==> src/rtl/first_edge_rd_arbiter.sv <==
// Round-robin share of one first-edge ROM read port among REQ_NUM credit-limited requesters.
// Latency: grant in cycle N -> bram_en/bram_addr in N+1 -> rsp_valid/rsp_data in N+RD_LATENCY+1.
// Backpressure: req_ready withheld while a requester has no credits; responses are never stalled.

`ifndef FIRST_EDGE_BRAM_AWIDTH
`define FIRST_EDGE_BRAM_AWIDTH 10
`endif
`ifndef FIRST_EDGE_BRAM_DWIDTH
`define FIRST_EDGE_BRAM_DWIDTH 32
`endif

module first_edge_rd_arbiter #(
   parameter int REQ_NUM    = 4,
   parameter int AWIDTH     = `FIRST_EDGE_BRAM_AWIDTH,
   parameter int DWIDTH     = `FIRST_EDGE_BRAM_DWIDTH,
   parameter int RD_LATENCY = 2,
   parameter int CREDIT_MAX = 8
) (
   input  logic                      clk,
   input  logic                      rst,
   input  logic [REQ_NUM-1:0]        req_valid,
   input  logic [REQ_NUM*AWIDTH-1:0] req_addr,
   output logic [REQ_NUM-1:0]        req_ready,
   output logic                      bram_en,
   output logic [AWIDTH-1:0]         bram_addr,
   input  logic [DWIDTH-1:0]         bram_data,
   output logic [REQ_NUM-1:0]        rsp_valid,
   output logic [DWIDTH-1:0]         rsp_data,
   input  logic [REQ_NUM-1:0]        credit_return,
   output logic                      busy,
   output logic                      credit_err
);

   localparam int IDW  = (REQ_NUM > 1) ? $clog2(REQ_NUM) : 1;
   localparam int CW   = $clog2(CREDIT_MAX + 1);
   localparam int NSTG = RD_LATENCY + 1;
   localparam logic [CW-1:0] CREDIT_FULL = CW'(CREDIT_MAX);

   // One slot of the tag pipeline that follows a read through the ROM.
   typedef struct packed {
      logic           vld;
      logic [IDW-1:0] id;
   } tag_t;

   logic [IDW-1:0]    rr_ptr_q, rr_ptr_d;
   logic [CW-1:0]     credits_q [REQ_NUM];
   logic [CW-1:0]     credits_d [REQ_NUM];
   tag_t              tag_q [NSTG];
   tag_t              tag_d [NSTG];
   logic              bram_en_q, bram_en_d;
   logic [AWIDTH-1:0] bram_addr_q, bram_addr_d;
   logic              credit_err_q, credit_err_d;

   logic [REQ_NUM-1:0] eligible;
   logic               grant_vld;
   logic [IDW-1:0]     grant_idx;
   logic [AWIDTH-1:0]  grant_addr;

   // A requester may compete only while it has a downstream slot and reset is released.
   always_comb begin
      eligible = '0;
      for (int i = 0; i < REQ_NUM; i++) begin
         eligible[i] = rst && req_valid[i] && (credits_q[i] != '0);
      end
   end

   // Pick the first eligible requester at or after the round-robin pointer, wrapping.
   always_comb begin
      int idx;
      grant_vld = 1'b0;
      grant_idx = '0;
      idx       = 0;
      for (int k = 0; k < REQ_NUM; k++) begin
         idx = int'(rr_ptr_q) + k;
         if (idx >= REQ_NUM) begin
            idx = idx - REQ_NUM;
         end
         if (!grant_vld && eligible[IDW'(idx)]) begin
            grant_vld = 1'b1;
            grant_idx = IDW'(idx);
         end
      end
   end

   // Decode the winner into the one-hot ready and select its address.
   always_comb begin
      req_ready  = '0;
      grant_addr = '0;
      for (int i = 0; i < REQ_NUM; i++) begin
         if (grant_vld && (grant_idx == IDW'(i))) begin
            req_ready[i] = 1'b1;
            grant_addr   = req_addr[i*AWIDTH +: AWIDTH];
         end
      end
   end

   // Next-state: pointer advance, ROM issue, credit accounting and tag shift.
   always_comb begin
      rr_ptr_d     = rr_ptr_q;
      bram_en_d    = grant_vld;
      bram_addr_d  = grant_vld ? grant_addr : bram_addr_q;
      credit_err_d = credit_err_q;
      credits_d    = credits_q;

      if (grant_vld) begin
         rr_ptr_d = (int'(grant_idx) == REQ_NUM - 1) ? '0 : grant_idx + IDW'(1);
      end

      // A grant and a return in the same cycle cancel out; a return into a
      // full counter is a downstream accounting bug and is flagged, not applied.
      for (int i = 0; i < REQ_NUM; i++) begin
         if (req_ready[i] && !credit_return[i]) begin
            credits_d[i] = credits_q[i] - CW'(1);
         end else if (!req_ready[i] && credit_return[i]) begin
            if (credits_q[i] == CREDIT_FULL) begin
               credit_err_d = 1'b1;
            end else begin
               credits_d[i] = credits_q[i] + CW'(1);
            end
         end
      end

      tag_d[0].vld = grant_vld;
      tag_d[0].id  = grant_idx;
      for (int s = 1; s < NSTG; s++) begin
         tag_d[s] = tag_q[s-1];
      end
   end

   // State registers; reset drops in-flight reads and restores full credit.
   always_ff @(posedge clk) begin
      if (!rst) begin
         rr_ptr_q     <= '0;
         bram_en_q    <= 1'b0;
         bram_addr_q  <= '0;
         credit_err_q <= 1'b0;
         for (int i = 0; i < REQ_NUM; i++) begin
            credits_q[i] <= CREDIT_FULL;
         end
         for (int s = 0; s < NSTG; s++) begin
            tag_q[s] <= '0;
         end
      end else begin
         rr_ptr_q     <= rr_ptr_d;
         bram_en_q    <= bram_en_d;
         bram_addr_q  <= bram_addr_d;
         credit_err_q <= credit_err_d;
         credits_q    <= credits_d;
         tag_q        <= tag_d;
      end
   end

   // Route the ROM output to the owner of the read that is completing now.
   always_comb begin
      rsp_valid = '0;
      busy      = 1'b0;
      for (int i = 0; i < REQ_NUM; i++) begin
         rsp_valid[i] = rst && tag_q[NSTG-1].vld && (tag_q[NSTG-1].id == IDW'(i));
      end
      for (int s = 0; s < NSTG; s++) begin
         busy = busy | tag_q[s].vld;
      end
   end

   assign rsp_data   = bram_data;
   assign bram_en    = bram_en_q;
   assign bram_addr  = bram_addr_q;
   assign credit_err = credit_err_q;

endmodule

==> config.mk <==
export PLATFORM = sky130hd
export DESIGN_NAME = first_edge_rd_arbiter
export DESIGN_NICKNAME = d
export VERILOG_FILES = /design/src/rtl/first_edge_rd_arbiter.sv
export SDC_FILE = /design/constraint.sdc
export NUM_CORES = 1
export LEC_CHECK = 0
export BUFFER_PORTS_ARGS = -buffer_cell sky130_fd_sc_hd__buf_2
export CORE_ASPECT_RATIO = 0.8
export CORE_MARGIN = 2
export CORE_UTILIZATION = 48
export CTS_CLUSTER_SIZE = 12
export DETAILED_ROUTE_END_ITERATION = 10
export GPL_ROUTABILITY_DRIVEN = 1
export GPL_TIMING_DRIVEN = 0
export MAX_ROUTING_LAYER = met4
export PLACE_DENSITY = 0.82
export SLEW_MARGIN = 30
export SYNTH_ARGS = -nofsm -noshare
export SYNTH_HDL_FRONTEND = slang
export SYNTH_SLANG_ARGS = --single-unit
==> constraint.sdc <==
create_clock -name clk -period 4.9 [get_ports clk]
set_input_delay 0.98 -clock clk [delete_from_list [all_inputs] [get_ports clk]]
set_output_delay 0.98 -clock clk [all_outputs]
set_load 0.01 [all_outputs]
# Word-level counts from Yosys, hierarchy flattened
# Index checks and enable logic that the tools add are counted.
[word_totals]
ff_bits = 38
in_bits = 82
output_inout_bits = 53
word_cells = 164
[classes]
n_addsub = 16
magnitude_cmp = 8
n_eq_ne = 15
muxes = 57
n_bitwise = 2
n_reduce_logical = 53
[op_table]
columns = ["cell", "n"]
rows = [
  ["$mux 4", 12],
  ["$mux 10", 4],
  ["$logic_and 1x1->1", 28],
  ["$mux 1", 28],
  ["$mux 2", 9],
  ["$add 4x1->4 const B", 4],
  ["$eq 4x4->1 const B", 4],
  ["$lt 2x4->1 const B", 4],
  ["$reduce_bool 4->1", 4],
  ["$sub 4x1->4 const B", 4],
  ["$logic_not 1->1", 11],
  ["$ge 3x3->1 const B", 3],
  ["$bmux 1 s2", 4],
  ["$eq 2x2->1 const B", 4],
  ["$ne 2x2->1 const B", 4],
  ["$reduce_and 2->1", 4],
  ["$reduce_bool 2->1", 4],
  ["$sub 2x1->2 const B", 4],
  ["$add 2x2->3 const B", 2],
  ["$eq 2x1->1 const B", 3],
  ["$logic_not 2->1", 2],
  ["$add 2x1->3 const B", 1],
  ["$ge 2x3->1 const B", 1],
  ["$add 2x1->2 const B", 1],
  ["$or 1x1->1", 2],
]

# Longest topological paths before layout
[logic_depth]
ltp_word = 31
depth_mapped = 16
ltp_nobuf = 14

# Least setup slack after synthesis
# Ideal clock, no wire load.
[synth_path]
path_type = "input -> register"
start = "input port rst"
end = "register credits_q[7] in the netlist's numbering"
setup_time_ns = 0.122
arrival_time_ns = 3.992
required_time_ns = 4.778
path_slack_ns = 0.787
stages = 14
path_buffers = 2
path_cell_list = "buf_2 -> and2_1 -> a32oi_1 -> or2_2 -> and3_1 -> ha_1 -> clkbuf_1 -> and2_1 -> ha_1 -> ha_1 -> a21o_1 -> a21o_1 -> or4_1 -> o311a_1"
[synth_between]
elab_chain_cells = 22
word_cells_on_any_way = 44
cone_classes = "2 x eq/ne; 22 x mux; 20 x reduce/logical"
[synth_rtl]
columns = ["item", "line_no", "source"]
rows = [
  ["from (decl)", "20", "input logic rst,"],
  ["$logic_and 1x1->1 (2 in series)", "63", "eligible[i] = rst && req_valid[i] && (credits_q[i] != '0);"],
  ["$bmux 1 s2", "78", "if (!grant_vld && eligible[IDW'(idx)]) begin"],
  ["$mux 1 (implied by the code) (2 in series)", "78", ""],
  ["$mux 1", "78", ""],
  ["$logic_not 1->1", "78", ""],
  ["$logic_and 1x1->1", "78", ""],
  ["$mux 1", "78", ""],
  ["$logic_not 1->1", "78", ""],
  ["(+5 left out)", "n/a", ""],
  ["net grant_idx[1]", "56", "logic [IDW-1:0] grant_idx;"],
  ["$eq 2x2->1 (*)", "90", "if (grant_vld && (grant_idx == IDW'(i))) begin"],
  ["$logic_and 1x1->1 (*)", "90", ""],
  ["$mux 1 (*)", "90", ""],
  ["net req_ready[2]", "23", "output logic [REQ_NUM-1:0] req_ready,"],
  ["$logic_not 1->1", "114", "end else if (!req_ready[i] && credit_return[i]) begin"],
  ["$logic_and 1x1->1", "114", ""],
  ["$reduce_bool 2->1 (no source line)", "n/a", ""],
  ["$reduce_and 2->1 (no source line)", "n/a", ""],
  ["to (signal assigned)", "148", "credits_q <= credits_d;"],
  ["to (decl)", "46", "logic [CW-1:0] credits_q [REQ_NUM];"],
]
# The timed path passes the listed nets; every way through them passes the cells marked *. The select of a mux whose other input is x is not followed.
# A chain may end at the register's enable or synchronous reset.

# Final worst setup path
[layout_path]
start = "input port rst"
end = "register credits_q[7] in the netlist's numbering"
[layout_between]
elab_chain_cells = 22
word_cells_on_any_way = 44
cone_classes = "2 x eq/ne; 22 x mux; 20 x reduce/logical"
[layout_rtl]
columns = ["item", "line_no"]
rows = [
  ["$logic_and 1x1->1 (2 in series)", "63"],
  ["$bmux 1 s2", "78"],
  ["$mux 1 (implied by the code) (2 in series)", "78"],
  ["$mux 1", "78"],
  ["$logic_not 1->1", "78"],
  ["$logic_and 1x1->1", "78"],
  ["$mux 1", "78"],
  ["$logic_not 1->1", "78"],
  ["(+5 left out)", "n/a"],
  ["net grant_idx[1]", "56"],
  ["$eq 2x2->1 (*)", "90"],
  ["$logic_and 1x1->1 (*)", "90"],
  ["$mux 1 (*)", "90"],
  ["$logic_not 1->1", "114"],
  ["$logic_and 1x1->1", "114"],
  ["$reduce_bool 2->1 (no source line)", "n/a"],
  ["$reduce_and 2->1 (no source line)", "n/a"],
]
# Marks and branches as above.

==> flow_metrics.py <==
metrics = {
    "flow_run": {
        "drv_cap": 0,
    },
    "placed_design": {
        "gp_congestion": 0.927,
        "post-place-ws_ns": 0.274,
        "dp_hpwl_um": 6200,
        "post-place-cells": 536,
        "placed_area_um2": 3520,
        "port_buffers": 102,
    },
    "setup_path": {
        "crit_path_max_fanout": 10,
        "cp-end-kind": "flip-flop",
        "worstRegToRegCells": 15,
        "cp.required_ns": 5.09,
        "cpMaxStageDelayCell": "or4_1",
        "crit_top_cell": "ha_1",
        "crit_path_max_incr_delay_ns": 0.48,
        "worstPathArrival_ns": 4.57,
        "r2r-start": "credits_q[14]",
        "critPathLaunchType": "input pin",
        "r2r_slack_ns": 0.80,
        "r2r-end": "credits_q[7]",
        "crit_chain": "buf_2 -> nand2_1 -> o22ai_2 -> clkbuf_1 -> and3_1 -> ha_1 -> clkbuf_1 -> and2_1 -> ha_1 -> ha_1 -> a21o_1 -> a21o_1 -> or4_1 -> o311a_1",
        "crit_type": "in2reg",
    },
    "yosys": {
        "ys_ff_latch": 38,
        "netlist_instances": 353,
        "synth_edf_count": 0,
        "async_reset_ff_share_pct": 0,
        "synth_top_area_share_pct": 26.1,
        "syn_area_per_cell_um2": 8.25,
        "yosysWarnings": 0,
        "synth.top_cells.by_area": "dfxtp_1, ha_1, buf_4",
        "yosysUniqueCellTypes": 57,
        "synth_nets": 459,
        "ys_seq_area_share_pct": 26.1,
        "synth_ff_type": "dfxtp_1",
        "synthesis.area_um2": 2910,
        "yosysTopAreaCell": "dfxtp_1",
    },
    "floorplan": {
        "dieArea_um2": 6710,
        "fp.dieW_um": 91.1,
        "core_um2": 5880,
        "die_h_um": 73.7,
        "start_util_pct": 49.5,
        "rows": 25,
        "ios": 135,
    },
    "routing": {
        "viasPerCell": 5.55,
        "vias": 3020,
        "drt_wl_total_um": 7810,
        "dr.pass1.iters": 5,
        "drcViolationCount": 0,
        "ant_nets": 0,
        "wl_per_cell_um": 14.3,
        "drt_iter0_markers": 245,
    },
    "timing": {
        "finalSetupViolCount": 0,
        "final_min_period_over_clock_period_pct": 89.5,
        "slew_headroom_pct": 62.4,
        "timing.fmax_ghz": 0.228,
        "holdWs_ns": 0.440,
        "min_period_ns": 4.38,
        "tightest_slew_ns": 0.549,
        "slew_viol_final": 0,
        "setup_tns_ns": 0,
        "fin_skew_ns": 0.00618,
        "rsz0062_at_grt": "no",
        "finalWorstSetupSlack_ns": 0.517,
        "hold_viol_final": 0,
    },
    "clocking": {
        "clk_path_buf_depth": 2,
        "cts_made_buffers": 5,
        "clk_latency_ns": 0.29,
        "h-tree-depth": 2,
        "postCtsHoldBufs": 0,
        "clock-root-buffer": "clkbuf_8",
        "cts_tree": "built",
        "clk_pin_slew_ns": 0.08,
        "postCtsSetupRepairBufs": 0,
        "clock_sinks": 38,
        "cts_resized": 0,
    },
    "finish": {
        "mostFrequentLayoutCells": "buf_2, dfxtp_1, nand2_1",
        "final_area_um2": 3660,
        "layout_commonest_cell": "buf_2",
        "drive_gt1_share_pct": 34.6,
        "nFillCells": 550,
        "area_growth_pct": 25.7,
        "layout.cells.non_filler": 544,
        "fin_nets": 568,
        "antenna_cells": 0,
    },
    "power_and_ir_drop": {
        "leakage_nw": 1.66,
        "ir_drop_uv": 234,
        "power_density_nw_per_um2": 355,
    },
    "min_path": {
        "worstHoldStart": "tag_d[0]",
        "whs_endpoint": "tag_q[0]",
        "min_delay_path_depth": 1,
        "hold_class": "reg2reg",
    },
    "global_routing": {
        "grt_max_degree": 14,
        "grt_pass1_wl_um": 12500,
        "overflow": 0,
        "track_usage_pct": 23.5,
        "antenna_found_initial": 0,
        "grt_pass1_vias": 2718,
    },
    "status": {
        "status": "finished clean",
    },
}
## worst max path at each step
stage                     from           end  slack [ns]  cells past startpoint
after floorplan            rst  credits_q[7]        0.79                     14
after global placement     rst  credits_q[7]        0.38                     14
after detailed placement   rst  credits_q[7]        0.27                     14
after CTS                  rst  credits_q[7]        0.58                     14
after global routing       rst  credits_q[7]        0.24                     14
final                      rst  credits_q[7]        0.52                     14
## stage by stage
stage / power (W) / util, %
2_1_floorplan: 0.000802 / -
3_3_place_gp: 0.000955 / 59.9
3_5_place_dp: 0.000975 / 59.9
4_1_cts: 0.00130 / 62.3
5_1_grt: 0.00139 / 62.3
6_report: 0.00130 / 62.3
## Yosys cell counts, types with 3 or more instances
| library cell | instances |
|---|---|
| xnor2_1 | 5 |
| buf_4 | 32 |
| o21ai_0 | 13 |
| nor2b_1 | 3 |
| o211ai_1 | 11 |
| inv_1 | 18 |
| mux2i_1 | 3 |
| clkbuf_1 | 10 |
| a21oi_1 | 10 |
| dfxtp_1 | 38 |
| or3_1 | 4 |
| o2111ai_1 | 10 |
| nand4_1 | 11 |
| fa_1 | 4 |
| nand3_1 | 8 |
| buf_2 | 3 |
| ha_1 | 20 |
| nor4_1 | 4 |
| a22oi_1 | 10 |
| a311oi_1 | 3 |
| nor3_1 | 6 |
| a2111oi_0 | 4 |
| nor2_1 | 20 |
| and2_1 | 12 |
| nand2_1 | 36 |
| a21o_1 | 10 |
## routing by layer
| metal | global-route usage (%) | part of all wire, % |
|---|---|---|
| met1 | 32.0 | 44 |
| met2 | 36.5 | 48 |
| met3 | 4.10 | 6.9 |
| met4 | 6.40 | 1.4 |
| met5 | - | 0 |
## worst max-delay path: cells and delay by family
| family | cells | cell delay (ns) |
|---|---|---|
| simple gates | 4 | 1.10 |
| buf+inv | 3 | 0.87 |
| compound gates | 4 | 0.85 |
| fa+ha+maj | 3 | 0.79 |
## area by class of cell
class	count	area (um^2)	area share [%]
plain buffers	47	309	8.44
clock buffers	5	68.8	1.88
clock inverters	3	68.8	1.88
inverters	21	78.8	2.15
multi-input cells	247	1760	48.2
flip-flops and latches	38	761	20.8
well taps	81	101	2.77
repair buffers	102	510	13.9
## state kept, by name, summed over array words and instances (netlist names)
signal / count
tag_d: 5
credit_err: 1
rr_ptr_q: 2
credits_q: 16
tag_q: 3
bram_addr: 10
bram_en: 1
## power breakdown
| group | total (W) | switching [W] | internal, W |
|---|---|---|---|
| combinational | 0.000541 | 0.000307 | 0.000234 |
| sequential | 0.000435 | 0.0000592 | 0.000376 |
| clock | 0.000324 | 0.000120 | 0.000204 |
## kinds of logic (layout without fill, tap and decap cells)
kind of cell               Yosys count  count (layout)  share of synthesized area (%)
AOI/OAI and AO/OA                   89              89                           22.6
adders and majority gates           24              24                           11.3
xor gates and xnor gates             5               5                           1.50
buffers and inverters               68             178                           13.3
DFF                                 38              38                           26.1
muxes                                5               5                           1.80
and+or+nand+nor                    124             124                           23.2
(Power assumes the default switching activity.)
